[src/rtl/unidad_ejecucion_pkg.sv]
// Shared widths, opcodes and state encoding for the execute stage.
package unidad_ejecucion_pkg;

    localparam int WIDTH    = 8;
    localparam int ADDR_W   = 3;
    localparam int CNT_W    = 3;
    localparam int MUL_ITER = 8;

    // Iteration counter counts down; MUL ends when it reaches zero.
    localparam logic [CNT_W-1:0] CNT_LAST = CNT_W'(MUL_ITER - 1);

    typedef enum logic [2:0] {
        OP_ADD = 3'b000,
        OP_SUB = 3'b001,
        OP_AND = 3'b010,
        OP_OR  = 3'b011,
        OP_XOR = 3'b100,
        OP_SHL = 3'b101,
        OP_SHR = 3'b110,
        OP_MUL = 3'b111
    } op_e;

    typedef enum logic [1:0] {
        ST_IDLE = 2'b00,
        ST_EXEC = 2'b01,
        ST_MUL  = 2'b10,
        ST_WB   = 2'b11
    } state_e;

endpackage

[src/rtl/unidad_ejecucion_if.sv]
// Control-unit / register-file side signals of the execute stage.
interface unidad_ejecucion_if;
    import unidad_ejecucion_pkg::*;

    logic              start;
    logic [2:0]        op;
    logic [ADDR_W-1:0] dest;
    logic [WIDTH-1:0]  a_in;
    logic [WIDTH-1:0]  b_in;
    logic              busy;
    logic              done;
    logic              w;
    logic [ADDR_W-1:0] sw;
    logic [WIDTH-1:0]  c_out;
    logic              zero;
    logic              carry;

    modport master (
        output start, op, dest, a_in, b_in,
        input  busy, done, w, sw, c_out, zero, carry
    );

    modport slave (
        input  start, op, dest, a_in, b_in,
        output busy, done, w, sw, c_out, zero, carry
    );

endinterface

[src/rtl/unidad_ejecucion_alu_comb.sv]
// Single-cycle ALU core: add/sub/logic/shift with carry flag. MUL is not
// handled here; it returns zero for that opcode.
module alu_comb
    import unidad_ejecucion_pkg::*;
(
    input  op_e              op,
    input  logic [WIDTH-1:0] a,
    input  logic [WIDTH-1:0] b,
    output logic [WIDTH-1:0] result,
    output logic             carry
);

    logic [WIDTH:0] sum;
    logic [WIDTH:0] diff;

    assign sum  = {1'b0, a} + {1'b0, b};
    assign diff = {1'b0, a} - {1'b0, b};

    // Opcode select; diff[WIDTH] is the borrow, set exactly when a < b.
    always_comb begin
        result = '0;
        carry  = 1'b0;
        case (op)
            OP_ADD: begin result = sum[WIDTH-1:0];  carry = sum[WIDTH];  end
            OP_SUB: begin result = diff[WIDTH-1:0]; carry = diff[WIDTH]; end
            OP_AND: result = a & b;
            OP_OR:  result = a | b;
            OP_XOR: result = a ^ b;
            OP_SHL: begin result = {a[WIDTH-2:0], 1'b0}; carry = a[WIDTH-1]; end
            OP_SHR: begin result = {1'b0, a[WIDTH-1:1]}; carry = a[0];       end
            default: begin result = '0; carry = 1'b0; end
        endcase
    end

endmodule

[src/rtl/unidad_ejecucion.sv]
// Multi-cycle execute stage feeding the register-file write port.
//
// state | meaning
// IDLE  | waiting for start; outputs hold last write-back values
// EXEC  | one-cycle ALU evaluation on latched operands
// MUL   | 8-cycle shift-add multiply, one multiplier bit per cycle
// WB    | w/done pulse; sw, c_out, zero, carry carry the new result
module unidad_ejecucion
    import unidad_ejecucion_pkg::*;
(
    input  logic               clk,
    input  logic               reset,
    unidad_ejecucion_if.slave  bus
);

    state_e                state_q, state_d;
    op_e                   op_q;
    logic [ADDR_W-1:0]     dest_q;
    logic [WIDTH-1:0]      a_q, b_q;

    logic [2*WIDTH-1:0]    acc_q, mcand_q, acc_next;
    logic [WIDTH-1:0]      mplier_q;
    logic [CNT_W-1:0]      cnt_q;

    logic                  load, step, wb_load;
    logic [WIDTH-1:0]      wb_result, alu_result;
    logic                  wb_carry, alu_carry;

    logic                  busy_q, done_q, w_q, zero_q, carry_q;
    logic [ADDR_W-1:0]     sw_q;
    logic [WIDTH-1:0]      c_out_q;

    alu_comb u_alu (
        .op     (op_q),
        .a      (a_q),
        .b      (b_q),
        .result (alu_result),
        .carry  (alu_carry)
    );

    assign acc_next = mplier_q[0] ? (acc_q + mcand_q) : acc_q;

    // State register.
    always_ff @(posedge clk or posedge reset) begin
        if (reset) state_q <= ST_IDLE;
        else       state_q <= state_d;
    end

    // Next-state decode and datapath control strobes.
    always_comb begin
        state_d   = state_q;
        load      = 1'b0;
        step      = 1'b0;
        wb_load   = 1'b0;
        wb_result = alu_result;
        wb_carry  = alu_carry;
        case (state_q)
            ST_IDLE: begin
                if (bus.start) begin
                    load    = 1'b1;
                    state_d = (op_e'(bus.op) == OP_MUL) ? ST_MUL : ST_EXEC;
                end
            end
            ST_EXEC: begin
                wb_load = 1'b1;
                state_d = ST_WB;
            end
            ST_MUL: begin
                step = 1'b1;
                if (cnt_q == '0) begin
                    wb_load   = 1'b1;
                    wb_result = acc_next[WIDTH-1:0];
                    wb_carry  = |acc_next[2*WIDTH-1:WIDTH];
                    state_d   = ST_WB;
                end
            end
            ST_WB: state_d = ST_IDLE;
            default: state_d = ST_IDLE;
        endcase
    end

    // Operand latch and shift-add multiplier datapath.
    always_ff @(posedge clk or posedge reset) begin
        if (reset) begin
            op_q     <= OP_ADD;
            dest_q   <= '0;
            a_q      <= '0;
            b_q      <= '0;
            acc_q    <= '0;
            mcand_q  <= '0;
            mplier_q <= '0;
            cnt_q    <= '0;
        end else if (load) begin
            op_q     <= op_e'(bus.op);
            dest_q   <= bus.dest;
            a_q      <= bus.a_in;
            b_q      <= bus.b_in;
            acc_q    <= '0;
            mcand_q  <= {{WIDTH{1'b0}}, bus.a_in};
            mplier_q <= bus.b_in;
            cnt_q    <= CNT_LAST;
        end else if (step) begin
            acc_q    <= acc_next;
            mcand_q  <= {mcand_q[2*WIDTH-2:0], 1'b0};
            mplier_q <= {1'b0, mplier_q[WIDTH-1:1]};
            cnt_q    <= cnt_q - 1'b1;
        end
    end

    // Registered outputs; result fields only change on entry to WB.
    always_ff @(posedge clk or posedge reset) begin
        if (reset) begin
            busy_q  <= 1'b0;
            done_q  <= 1'b0;
            w_q     <= 1'b0;
            sw_q    <= '0;
            c_out_q <= '0;
            zero_q  <= 1'b0;
            carry_q <= 1'b0;
        end else begin
            busy_q <= (state_d != ST_IDLE);
            w_q    <= (state_d == ST_WB);
            done_q <= (state_d == ST_WB);
            if (wb_load) begin
                sw_q    <= dest_q;
                c_out_q <= wb_result;
                zero_q  <= (wb_result == '0);
                carry_q <= wb_carry;
            end
        end
    end

    assign bus.busy  = busy_q;
    assign bus.done  = done_q;
    assign bus.w     = w_q;
    assign bus.sw    = sw_q;
    assign bus.c_out = c_out_q;
    assign bus.zero  = zero_q;
    assign bus.carry = carry_q;

endmodule

[src/flat_wrapper.sv]
// flat-port wrapper written by rule: the top's interface ports become plain ports
module unidad_ejecucion_flat import unidad_ejecucion_pkg::*;
  (clk, reset, bus_start, bus_op, bus_dest, bus_a_in, bus_b_in, bus_busy, bus_done, bus_w, bus_sw, bus_c_out, bus_zero, bus_carry);
  unidad_ejecucion_if bus_i ();
  input  logic clk;
  input  logic reset;
  input wire logic [$bits(bus_i.start)-1:0] bus_start;
  input wire logic [$bits(bus_i.op)-1:0] bus_op;
  input wire logic [$bits(bus_i.dest)-1:0] bus_dest;
  input wire logic [$bits(bus_i.a_in)-1:0] bus_a_in;
  input wire logic [$bits(bus_i.b_in)-1:0] bus_b_in;
  output wire logic [$bits(bus_i.busy)-1:0] bus_busy;
  output wire logic [$bits(bus_i.done)-1:0] bus_done;
  output wire logic [$bits(bus_i.w)-1:0] bus_w;
  output wire logic [$bits(bus_i.sw)-1:0] bus_sw;
  output wire logic [$bits(bus_i.c_out)-1:0] bus_c_out;
  output wire logic [$bits(bus_i.zero)-1:0] bus_zero;
  output wire logic [$bits(bus_i.carry)-1:0] bus_carry;
  assign bus_i.start = bus_start;
  assign bus_i.op = bus_op;
  assign bus_i.dest = bus_dest;
  assign bus_i.a_in = bus_a_in;
  assign bus_i.b_in = bus_b_in;
  assign bus_busy = bus_i.busy;
  assign bus_done = bus_i.done;
  assign bus_w = bus_i.w;
  assign bus_sw = bus_i.sw;
  assign bus_c_out = bus_i.c_out;
  assign bus_zero = bus_i.zero;
  assign bus_carry = bus_i.carry;
  unidad_ejecucion u_core (.clk(clk), .reset(reset), .bus(bus_i));
endmodule
[config.mk]
export PLATFORM = sky130hd
export DESIGN_NAME = unidad_ejecucion_flat
export DESIGN_NICKNAME = d
export VERILOG_FILES = /design/src/rtl/unidad_ejecucion_pkg.sv /design/src/rtl/unidad_ejecucion_if.sv /design/src/rtl/unidad_ejecucion_alu_comb.sv /design/src/rtl/unidad_ejecucion.sv /design/src/flat_wrapper.sv
export SDC_FILE = /design/constraint.sdc
export NUM_CORES = 1
export LEC_CHECK = 0
export CORE_MARGIN = 2
export CORE_UTILIZATION = 45
export DETAILED_ROUTE_END_ITERATION = 10
export GPL_TIMING_DRIVEN = 0
export PLACE_DENSITY_LB_ADDON = 0.05
export SLEW_MARGIN = 20
export SYNTH_ARGS = -nofsm -noshare
export SYNTH_HDL_FRONTEND = slang
export SYNTH_SLANG_ARGS = --single-unit
[constraint.sdc]
create_clock -name clk -period 3.5 [get_ports clk]
set_input_delay 0.525 -clock clk [delete_from_list [all_inputs] [get_ports clk]]
set_output_delay 0.525 -clock clk [all_outputs]
set_load 0.02 [all_outputs]
==> impl_metrics.json <==
{
  "fill_cells": 1133,
  "dieWidth_um": 116,
  "hp-class": "reg2reg",
  "hold_end": "u_core.dest_q[1]$_DFFE_PP0P_",
  "yosys.area.top_type": "dfrtp_1",
  "initial_core_util_pct": 46.6,
  "netlist_area_um2": 5640,
  "status": "complete, no violations",
  "nets": 750,
  "post_cts_buffers": 0,
  "fin_hold_ws_ps": 474,
  "core_um2": 12100,
  "power_mw": 6.87,
  "final_cell_mix": "nand2_1, dfrtp_1, o21ai_0, ha_1, nor2_1",
  "diodes": 0,
  "rr_worst_depth": 11,
  "synthDistinctLibCells": 70,
  "utilization_pct": 54.2,
  "syn_avg_cell_area_um2": 9.02,
  "p_leak_nw": 3.04,
  "async_reset_ff_share_pct": 100,
  "crit_path_end_kind": "flop",
  "worst-path-buf-inv": 1,
  "ys.flop_type": "dfrtp_1",
  "grt_usage_pct": 25.1,
  "clk_pin_slew_ps": 70,
  "layout_setup_ws_ps": 361,
  "r2r_slack_ps": 360,
  "path_class": "reg2reg",
  "clock-root-buffer": "clkbuf_16",
  "cp.required_ps": 3730,
  "h-tree-depth": 3,
  "synth_seq_cells": 82,
  "place_ws_ps": 367,
  "die_h_um": 116,
  "die_area_um2": 13400,
  "start_kind": "flop",
  "dp.cells": 834,
  "dpl_cell_area_um2": 6280,
  "fin_setup_tns_ps": 0,
  "final_area_um2": 6560,
  "crit_family": "compound AO/OA/AOI/OAI gates",
  "synthCells": 625,
  "clock_skew_ps": 4.97,
  "crit_chain": "ha_1 -> inv_1 -> fa_1 -> nor2b_4 -> o2111ai_1 -> a31oi_1 -> a41oi_1 -> xnor2_1 -> mux2i_1 -> nand4b_1 -> a311o_1",
  "whs_path_depth": 2,
  "drive_gt1_share_pct": 9.24,
  "vias": 4676,
  "synth_enable_flop_cells": 0,
  "synth.top_cell.area_share_pct": 36.4,
  "ys_warn_count": 0,
  "drt_iter0_markers": 210,
  "grt_pass1_vias": 4737,
  "numPortBuffers": 40,
  "max-vdd-ir-drop_v": 0.000475,
  "cts_buffers": 9,
  "max_stage_delay_ps": 440,
  "rows": 40,
  "cp.arrival_ps": 3370,
  "synth_seq_area_share_pct": 36.4,
  "grt_overflow": 0,
  "clk_path_buf_depth": 2,
  "power_density_nw_per_um2": 1050,
  "min_from": "u_core.dest_q[1]$_DFFE_PP0P_",
  "rr_startpoint": "u_core.mcand_q[0]$_DFFE_PP0P_",
  "clk_latency_ps": 350,
  "seqCellArea_um2": 2050,
  "worst_slew_pin_slew_ps": 867,
  "viasPerCell": 5.50,
  "critical_path.slowest_cell": "fa_1",
  "grt_setup_unrepaired": "no",
  "multi_input_area_um2": 3240,
  "rr_endpoint": "u_core.bus.carry$_DFFE_PP0P_",
  "drc": 0,
  "final_cells": 850,
  "cts_sinks": 82,
  "fmax_mhz": 319,
  "firstDrtPassIters": 5,
  "antenna_found_initial": 0,
  "hpwl_um": 11800,
  "setup_viol": 0,
  "path_max_fanout": 3,
  "drv_slew": 0,
  "gp_congestion": 0.906,
  "synth.area.top_cells": "dfrtp_1, ha_1, mux2i_1, nand2_1, o21ai_0",
  "min_period_over_period_pct": 89.7,
  "wl_per_cell_um": 18.4,
  "final_common_cell": "nand2_1",
  "drtAntennaViolNets": 0,
  "cts_resized": 0,
  "hold_viol": 0,
  "post-route-min-period_ps": 3140,
  "syn_nets": 698,
  "ios": 41,
  "cts_hold_buffers": 0,
  "syn_to_final_growth_pct": 16.3,
  "cts_tree": "built",
  "slew_headroom_pct": 41.8,
  "grt_max_degree": 54,
  "grt_first_pass_wirelength_um": 25600,
  "routed_wirelength_um": 15600,
  "cap_violations": 0
}
==> state kept, by name, summed over array words and instances (netlist names) <==
register	flops
u_core.b_q	8
u_core.bus.zero	1
u_core.bus.carry	1
u_core.bus.sw	3
u_core.op_q	3
u_core.acc_q	16
u_core.bus.done	1
u_core.bus.c_out	8
u_core.mplier_q	8
u_core.cnt_q	3
u_core.state_q	2
u_core.mcand_q	16
u_core.a_q	8
u_core.dest_q	3
u_core.bus.busy	1
==> cells by family after synthesis <==
group           count (synthesis)  synth area share, %
mux                            47                 8.63
buf+inv                        73                 6.26
simple gates                  189                 15.3
flops                          82                 36.4
xor+xnor                       17                 2.64
compound gates                169                 19.8
fa+ha+maj                      48                 11.0
==> worst min-delay path, cell delays in order, from the launching register on <==
cell     delay [ps]
dfrtp_1         340
nand2_1          50
nand2_1          50
==> cell usage after synthesis, types with 2 or more instances <==
cell	number
xor2_1	5
nand2_1	88
buf_2	3
o211ai_1	3
a21o_1	12
nand3_1	6
buf_1	4
a22oi_1	3
and2_1	3
clkbuf_8	4
a41o_1	2
a221oi_1	3
a31oi_1	5
buf_4	5
fa_1	3
nand2b_1	7
a21oi_1	36
nor2_1	44
mux2i_1	34
a211oi_1	11
and4_1	2
nor3_1	9
and2b_2	2
and3_1	3
buf_6	2
a31o_2	2
o31ai_1	4
a211o_1	3
inv_1	33
o211a_1	2
o22ai_1	9
a21boi_0	2
dfrtp_1	82
ha_1	45
nor2b_1	10
nand4_1	3
o21ai_0	51
xnor2_1	12
clkbuf_1	21
or3_1	2
nor2_2	2
mux2_2	13
o21a_1	3
==> layer usage <==
layer	vias to the layer above	GRT usage [%]	routed length, µm
met5	-	0	0
met4	0	6.51	205
met3	15	4.81	711
met2	96	40.5	7150
met1	2263	34.8	7550
li1	2302	-	-
==> layout make-up <==
cell class                      instances  share of cell area [%]
Multi-Input combinational cell        470                    49.3
Sequential cell                        82                    31.3
Timing Repair Buffer                   41                    6.52
Buffer                                 40                    3.49
Clock buffer                            9                    3.43
Tap cell                              168                    3.20
Inverter                               33                    1.93
Clock inverter                          7                   0.801
==> worst max-delay path by stage <==
stage / start / depth (start not counted) / endpoint
2_1_floorplan: u_core.b_q[0]$_DFFE_PP0P_ / 10 / u_core.bus.zero$_DFFE_PP0P_
3_5_place_dp: u_core.mcand_q[0]$_DFFE_PP0P_ / 11 / u_core.bus.carry$_DFFE_PP0P_
3_3_place_gp: reset / 2 / u_core.op_q[1]$_DFFE_PP0P_
4_1_cts: u_core.mcand_q[0]$_DFFE_PP0P_ / 11 / u_core.bus.carry$_DFFE_PP0P_
6_report: u_core.mcand_q[0]$_DFFE_PP0P_ / 11 / u_core.bus.carry$_DFFE_PP0P_
5_1_grt: u_core.mcand_q[0]$_DFFE_PP0P_ / 11 / u_core.bus.carry$_DFFE_PP0P_
==> power by group <==
part           switching [mW]  internal, mW  leakage [nW]
clock                   0.424         0.486         0.136
combinational            2.49          1.78          1.87
sequential              0.324          1.37          1.03
(Power assumes the default switching activity.)
